`src/rtl/mem_port_arbiter.sv`:
```
// Arbitrates the single data-memory port between instruction fetch and the MEM stage.
// Runs one transaction at a time. Misaligned accesses fault without touching the port.
module mem_port_arbiter #(
  parameter int ADDR_W       = 64,
  parameter int DATA_W       = 64,
  parameter int STARVE_LIMIT = 4
) (
  input  logic              CLK,
  input  logic              RESET,
  input  logic              IF_REQ,
  input  logic [ADDR_W-1:0] IF_ADDR,
  output logic [31:0]       IF_DATA,
  output logic              IF_DONE,
  output logic              IF_FAULT,
  output logic              V_IF_STALL,
  input  logic              MEM_REQ,
  input  logic              MEM_WE,
  input  logic [1:0]        MEM_SIZE,
  input  logic [ADDR_W-1:0] MEM_ADDR,
  input  logic [DATA_W-1:0] MEM_WDATA,
  output logic [DATA_W-1:0] MEM_RDATA,
  output logic              MEM_DONE,
  output logic              MEM_FAULT,
  output logic              V_MEM_STALL,
  output logic              PORT_V,
  output logic              PORT_WE,
  output logic [1:0]        PORT_SIZE,
  output logic [ADDR_W-1:0] PORT_ADDR,
  output logic [DATA_W-1:0] PORT_WDATA,
  input  logic [DATA_W-1:0] PORT_RDATA,
  input  logic              PORT_READY
);

  localparam int CNT_W = $clog2(STARVE_LIMIT + 1);
  localparam logic [CNT_W-1:0] LIMIT = CNT_W'(STARVE_LIMIT);

  localparam logic [1:0] S_IDLE = 2'd0;
  localparam logic [1:0] S_BUSY = 2'd1;
  localparam logic [1:0] S_RESP = 2'd2;

  localparam logic OWN_IF  = 1'b0;
  localparam logic OWN_MEM = 1'b1;

  logic [1:0]        r_state;
  logic              r_owner;
  logic [CNT_W-1:0]  r_starve;
  logic              r_fault;
  logic [31:0]       r_if_data;
  logic [DATA_W-1:0] r_mem_rdata;
  logic              r_port_we;
  logic [1:0]        r_port_size;
  logic [ADDR_W-1:0] r_port_addr;
  logic [DATA_W-1:0] r_port_wdata;

  logic w_grant_mem;
  logic w_grant_if;
  logic w_mem_mis;
  logic w_if_mis;

  // MEM wins a tie until IF has been passed over STARVE_LIMIT times in a row.
  assign w_grant_mem = MEM_REQ && (!IF_REQ || (r_starve < LIMIT));
  assign w_grant_if  = IF_REQ && !w_grant_mem;
  assign w_if_mis    = |IF_ADDR[1:0];

  // NOTE: every signal written in always_comb gets a default first so no latch is inferred.
  always_comb begin
    w_mem_mis = 1'b0;
    case (MEM_SIZE)
      2'b01:   w_mem_mis = MEM_ADDR[0];
      2'b10:   w_mem_mis = |MEM_ADDR[1:0];
      2'b11:   w_mem_mis = |MEM_ADDR[2:0];
      default: w_mem_mis = 1'b0;
    endcase
  end

  // NOTE: state registers use non-blocking assignments so every flop samples pre-edge values.
  always_ff @(posedge CLK or posedge RESET) begin
    if (RESET) begin
      r_state      <= S_IDLE;
      r_owner      <= OWN_IF;
      r_starve     <= '0;
      r_fault      <= 1'b0;
      r_if_data    <= '0;
      r_mem_rdata  <= '0;
      r_port_we    <= 1'b0;
      r_port_size  <= 2'b00;
      r_port_addr  <= '0;
      r_port_wdata <= '0;
    end else begin
      case (r_state)
        S_IDLE: begin
          if (w_grant_mem) begin
            r_owner <= OWN_MEM;
            if (IF_REQ) r_starve <= r_starve + CNT_W'(1);
            if (w_mem_mis) begin
              r_state     <= S_RESP;
              r_fault     <= 1'b1;
              r_mem_rdata <= '0;
            end else begin
              r_state      <= S_BUSY;
              r_fault      <= 1'b0;
              r_port_we    <= MEM_WE;
              r_port_size  <= MEM_SIZE;
              r_port_addr  <= MEM_ADDR;
              r_port_wdata <= MEM_WDATA;
            end
          end else if (w_grant_if) begin
            r_owner  <= OWN_IF;
            r_starve <= '0;
            if (w_if_mis) begin
              r_state   <= S_RESP;
              r_fault   <= 1'b1;
              r_if_data <= '0;
            end else begin
              r_state      <= S_BUSY;
              r_fault      <= 1'b0;
              r_port_we    <= 1'b0;
              r_port_size  <= 2'b10;
              r_port_addr  <= IF_ADDR;
              r_port_wdata <= '0;
            end
          end
        end
        S_BUSY: begin
          if (PORT_READY) begin
            r_state <= S_RESP;
            if (r_owner == OWN_IF) r_if_data <= PORT_RDATA[31:0];
            else                   r_mem_rdata <= r_port_we ? '0 : PORT_RDATA;
          end
        end
        default: r_state <= S_IDLE;
      endcase
    end
  end

  assign IF_DONE     = (r_state == S_RESP) && (r_owner == OWN_IF);
  assign MEM_DONE    = (r_state == S_RESP) && (r_owner == OWN_MEM);
  assign IF_FAULT    = IF_DONE && r_fault;
  assign MEM_FAULT   = MEM_DONE && r_fault;
  assign V_IF_STALL  = IF_REQ && !IF_DONE;
  assign V_MEM_STALL = MEM_REQ && !MEM_DONE;

  assign IF_DATA     = r_if_data;
  assign MEM_RDATA   = r_mem_rdata;
  assign PORT_V      = (r_state == S_BUSY);
  assign PORT_WE     = r_port_we;
  assign PORT_SIZE   = r_port_size;
  assign PORT_ADDR   = r_port_addr;
  assign PORT_WDATA  = r_port_wdata;

endmodule

```
`config.mk`:
```
export PLATFORM = sky130hd
export DESIGN_NAME = mem_port_arbiter
export DESIGN_NICKNAME = d
export VERILOG_FILES = /design/src/rtl/mem_port_arbiter.sv
export SDC_FILE = /design/constraint.sdc
export NUM_CORES = 1
export LEC_CHECK = 0
export ABC_CLOCK_PERIOD_IN_PS = 14800
export CELL_PAD_IN_SITES_DETAIL_PLACEMENT = 0
export CELL_PAD_IN_SITES_GLOBAL_PLACEMENT = 2
export CORE_MARGIN = 1
export CORE_UTILIZATION = 25
export DETAILED_ROUTE_END_ITERATION = 7
export PLACE_DENSITY = 0.86
export SYNTH_ARGS = -nofsm -noshare
export SYNTH_HDL_FRONTEND = slang
export SYNTH_SLANG_ARGS = --single-unit
```
`constraint.sdc`:
```
create_clock -name CLK -period 14.8 [get_ports CLK]
set_input_delay 2.96 -clock CLK [delete_from_list [all_inputs] [get_ports CLK]]
set_output_delay 2.96 -clock CLK [all_outputs]
set_load 0.02 [all_outputs]
```
==> impl_metrics.json <==
{
  "cts_resized": 0,
  "syn_area_mm2": 0.0102,
  "crit_chain": "clkdlybuf4s50_1 -> nor2b_1 -> clkdlybuf4s50_1",
  "regToRegSetupSlack_ps": 11960,
  "maxSlewViolCount": 0,
  "ys.warnings.count": 0,
  "area_delta_synth_final_pct": 62.5,
  "hp-class": "register to register",
  "pwr-share-clk_pct": 21.4,
  "antenna_found_initial": 0,
  "start_util_pct": 25.5,
  "drt_first_pass_iters": 4,
  "dp_slack_ps": 7400,
  "wl_per_cell_um": 17.3,
  "yosysUniqueCellTypes": 38,
  "gp_congestion": 0.756,
  "drt_iter0_markers": 371,
  "dr_total_vias": 8770,
  "seqPwrFrac_pct": 31.9,
  "setup_viol": 0,
  "crit_path_start": "IF_REQ",
  "cp_data_required_time_ps": 11840,
  "synth_edf_count": 0,
  "cap_violations": 0,
  "cts_buffer_depth": 3,
  "syn_area_per_cell_um2": 10.6,
  "max_freq_mhz": 135,
  "pin_count": 498,
  "drt-vias-per-instance": 4.42,
  "overflow": 0,
  "placeableCoreArea_mm2": 0.0400,
  "cp_common_cell": "clkdlybuf4s50_1",
  "n_antenna_cell": 0,
  "cts_sinks": 234,
  "synth_ff_type": "dfrtp_1",
  "r2r-start": "r_state[0]",
  "crit_path_top_delay_cell": "clkdlybuf4s50_1",
  "p_comb_share_pct": 46.7,
  "netlist_instances": 965,
  "timing.slew.headroom_pct": 37.0,
  "cp-start-kind": "input pin",
  "synth_top_cell_by_area": "dfrtp_1",
  "worst_slew_pin_slew_ps": 946,
  "htreeDepth": 1,
  "worst_hold_slack_ps": 483,
  "seq_area_frac_synth_pct": 57.4,
  "cts_tree": "built",
  "ant_nets": 0,
  "die_w_um": 204,
  "arrival_ps": 4450,
  "die-area_mm2": 0.0416,
  "placedCellCount": 1930,
  "power.internal_uw": 2150,
  "setup_slack_ps": 7390,
  "period_needed_ps": 7410,
  "switching_share_pct": 37.3,
  "hold_viol_final": 0,
  "fillers": 3950,
  "rr_endpoint": "MEM_RDATA[13]",
  "ys_async_sr_fraction_pct": 100,
  "p_leak_uw": 0.00739,
  "numCtsBuffers": 28,
  "clock-root-buffer": "clkbuf_16",
  "fp.dieH_um": 204,
  "ctsHoldBuffers": 0,
  "routed_wirelength_mm": 34.3,
  "io_buffers": 497,
  "grt_max_degree": 101,
  "power.net_switching_uw": 1280,
  "clk_pin_slew_ps": 60,
  "postCtsSetupBuffers": 0,
  "tns_ps": 0,
  "worstPathMaxFanout": 8,
  "synth.area.top_cells": "dfrtp_1 57%, nand2_1 11%, a22o_1 5.7%",
  "grt_pass1_vias": 9023,
  "skew_ps": 26.2,
  "ys_ff_latch": 234,
  "end_kind": "primary output",
  "layout_worst_path_cycle_share_pct": 50.1,
  "powerDensity_mw_per_mm2": 207,
  "clkLatencyLatePin_ps": 560,
  "final_cells": 1982,
  "rsz0062_at_grt": "false",
  "drcViolationCount": 0,
  "grtUsageTotal_pct": 15.9,
  "r2r_cells": 5,
  "grt_pass1_wl_mm": 52.0,
  "synth_nets": 1230,
  "cpPeakStageDelay_ps": 680,
  "worst_ir_drop_vdd_mv": 0.108,
  "num_rows": 73,
  "critPathKind": "input pin to primary output",
  "drive_gt1_share_pct": 6.18,
  "hpwl_mm": 23.7,
  "endpoint": "V_IF_STALL",
  "outcome": "completed",
  "final_common_cell": "clkdlybuf4s50_1",
  "layout_common_cells": "497 x clkdlybuf4s50_1, 300 x nand2_1, 232 x dfrtp_1",
  "nets": 1700,
  "netlist.area_leader.share_pct": 57.4
}
## cell families (layout without fill, tap and decap cells)
family,count (synthesis),count (layout),synth area share (%)
multiplexers,96,96,10.2
adder cells (fa/ha/maj),1,1,0.123
buffers and inverters,167,659,7.46
AND/OR/NAND/NOR,320,320,12.3
AO/OA/AOI/OAI,147,147,12.5
flip-flops,234,234,57.4
## flip-flops by register name, summed over array words and instances, names as in the netlist
signal	cells
r_owner	1
r_fault	1
PORT_SIZE	2
MEM_RDATA	64
r_starve	3
PORT_WE	1
PORT_ADDR	64
PORT_WDATA	64
IF_DATA	32
r_state	2
## worst max-delay path: cells and delay by family
kind,cells,cell delay (ps)
buffers and inverters,2,1300
AND/OR/NAND/NOR,1,190
## routing by layer
| layer | global-route usage [%] | vias up | routed length, um |
|---|---|---|---|
| li1 | - | 4184 | - |
| met3 | 3.60 | 47 | 2390 |
| met2 | 27.3 | 321 | 16700 |
| met1 | 19.7 | 4218 | 14400 |
| met5 | 0 | - | 0 |
| met4 | 5.04 | 0 | 831 |
## stage by stage
step | utilization (%) | power [uW] | instance area, um^2
global placement | 39.0 | 2690 | 15600
floorplan | - | 1890 | 10200
finish | 41.4 | 3430 | 16600
CTS | 41.4 | 3470 | 16600
detailed placement | 39.0 | 2710 | 15600
global route | 41.4 | 3610 | 16600
## area by class of cell
cell class,instances,area [um^2],share of cell area (%)
inverters,98,375,2.26
clock inverters,17,228,1.37
repair buffers,509,5060,30.6
clock buffers,35,757,4.57
multi-input cells,564,3630,21.9
well taps,525,657,3.96
flip-flops and latches,234,5860,35.3
## cells in the mapped netlist, drive strengths merged (2+ instances only)
| master | instances |
|---|---|
| nand2 | 300 |
| dfrtp | 234 |
| inv | 98 |
| a22o | 66 |
| mux2 | 64 |
| o32ai | 64 |
| buf | 38 |
| mux2i | 32 |
| clkbuf | 31 |
| nor2 | 5 |
| o21ai | 5 |
| nor2b | 4 |
| a211oi | 3 |
| a21oi | 2 |
| and2 | 2 |
| and3b | 2 |
| nand3 | 2 |
| o21a | 2 |
## power groups by stage
stage          Clock (uW)  Combinational (uW)  Sequential, uW
2_1_floorplan           0                 447            1440
3_3_place_gp            0                1600            1090
3_5_place_dp            0                1620            1100
4_1_cts               755                1620            1100
5_1_grt               781                1700            1130
6_report              735                1600            1090
## worst min path at each step
stage,start,endpoint,slack [ps],cells past startpoint
6_report,PORT_ADDR[30],PORT_ADDR[30],480,1
3_3_place_gp,PORT_ADDR[1],PORT_ADDR[1],470,1
5_1_grt,PORT_ADDR[26],PORT_ADDR[26],490,1
4_1_cts,PORT_ADDR[6],PORT_ADDR[6],490,1
2_1_floorplan,r_starve[1],r_starve[1],450,2
3_5_place_dp,PORT_ADDR[42],PORT_ADDR[42],470,1
Power figures use the tool's default switching activity.
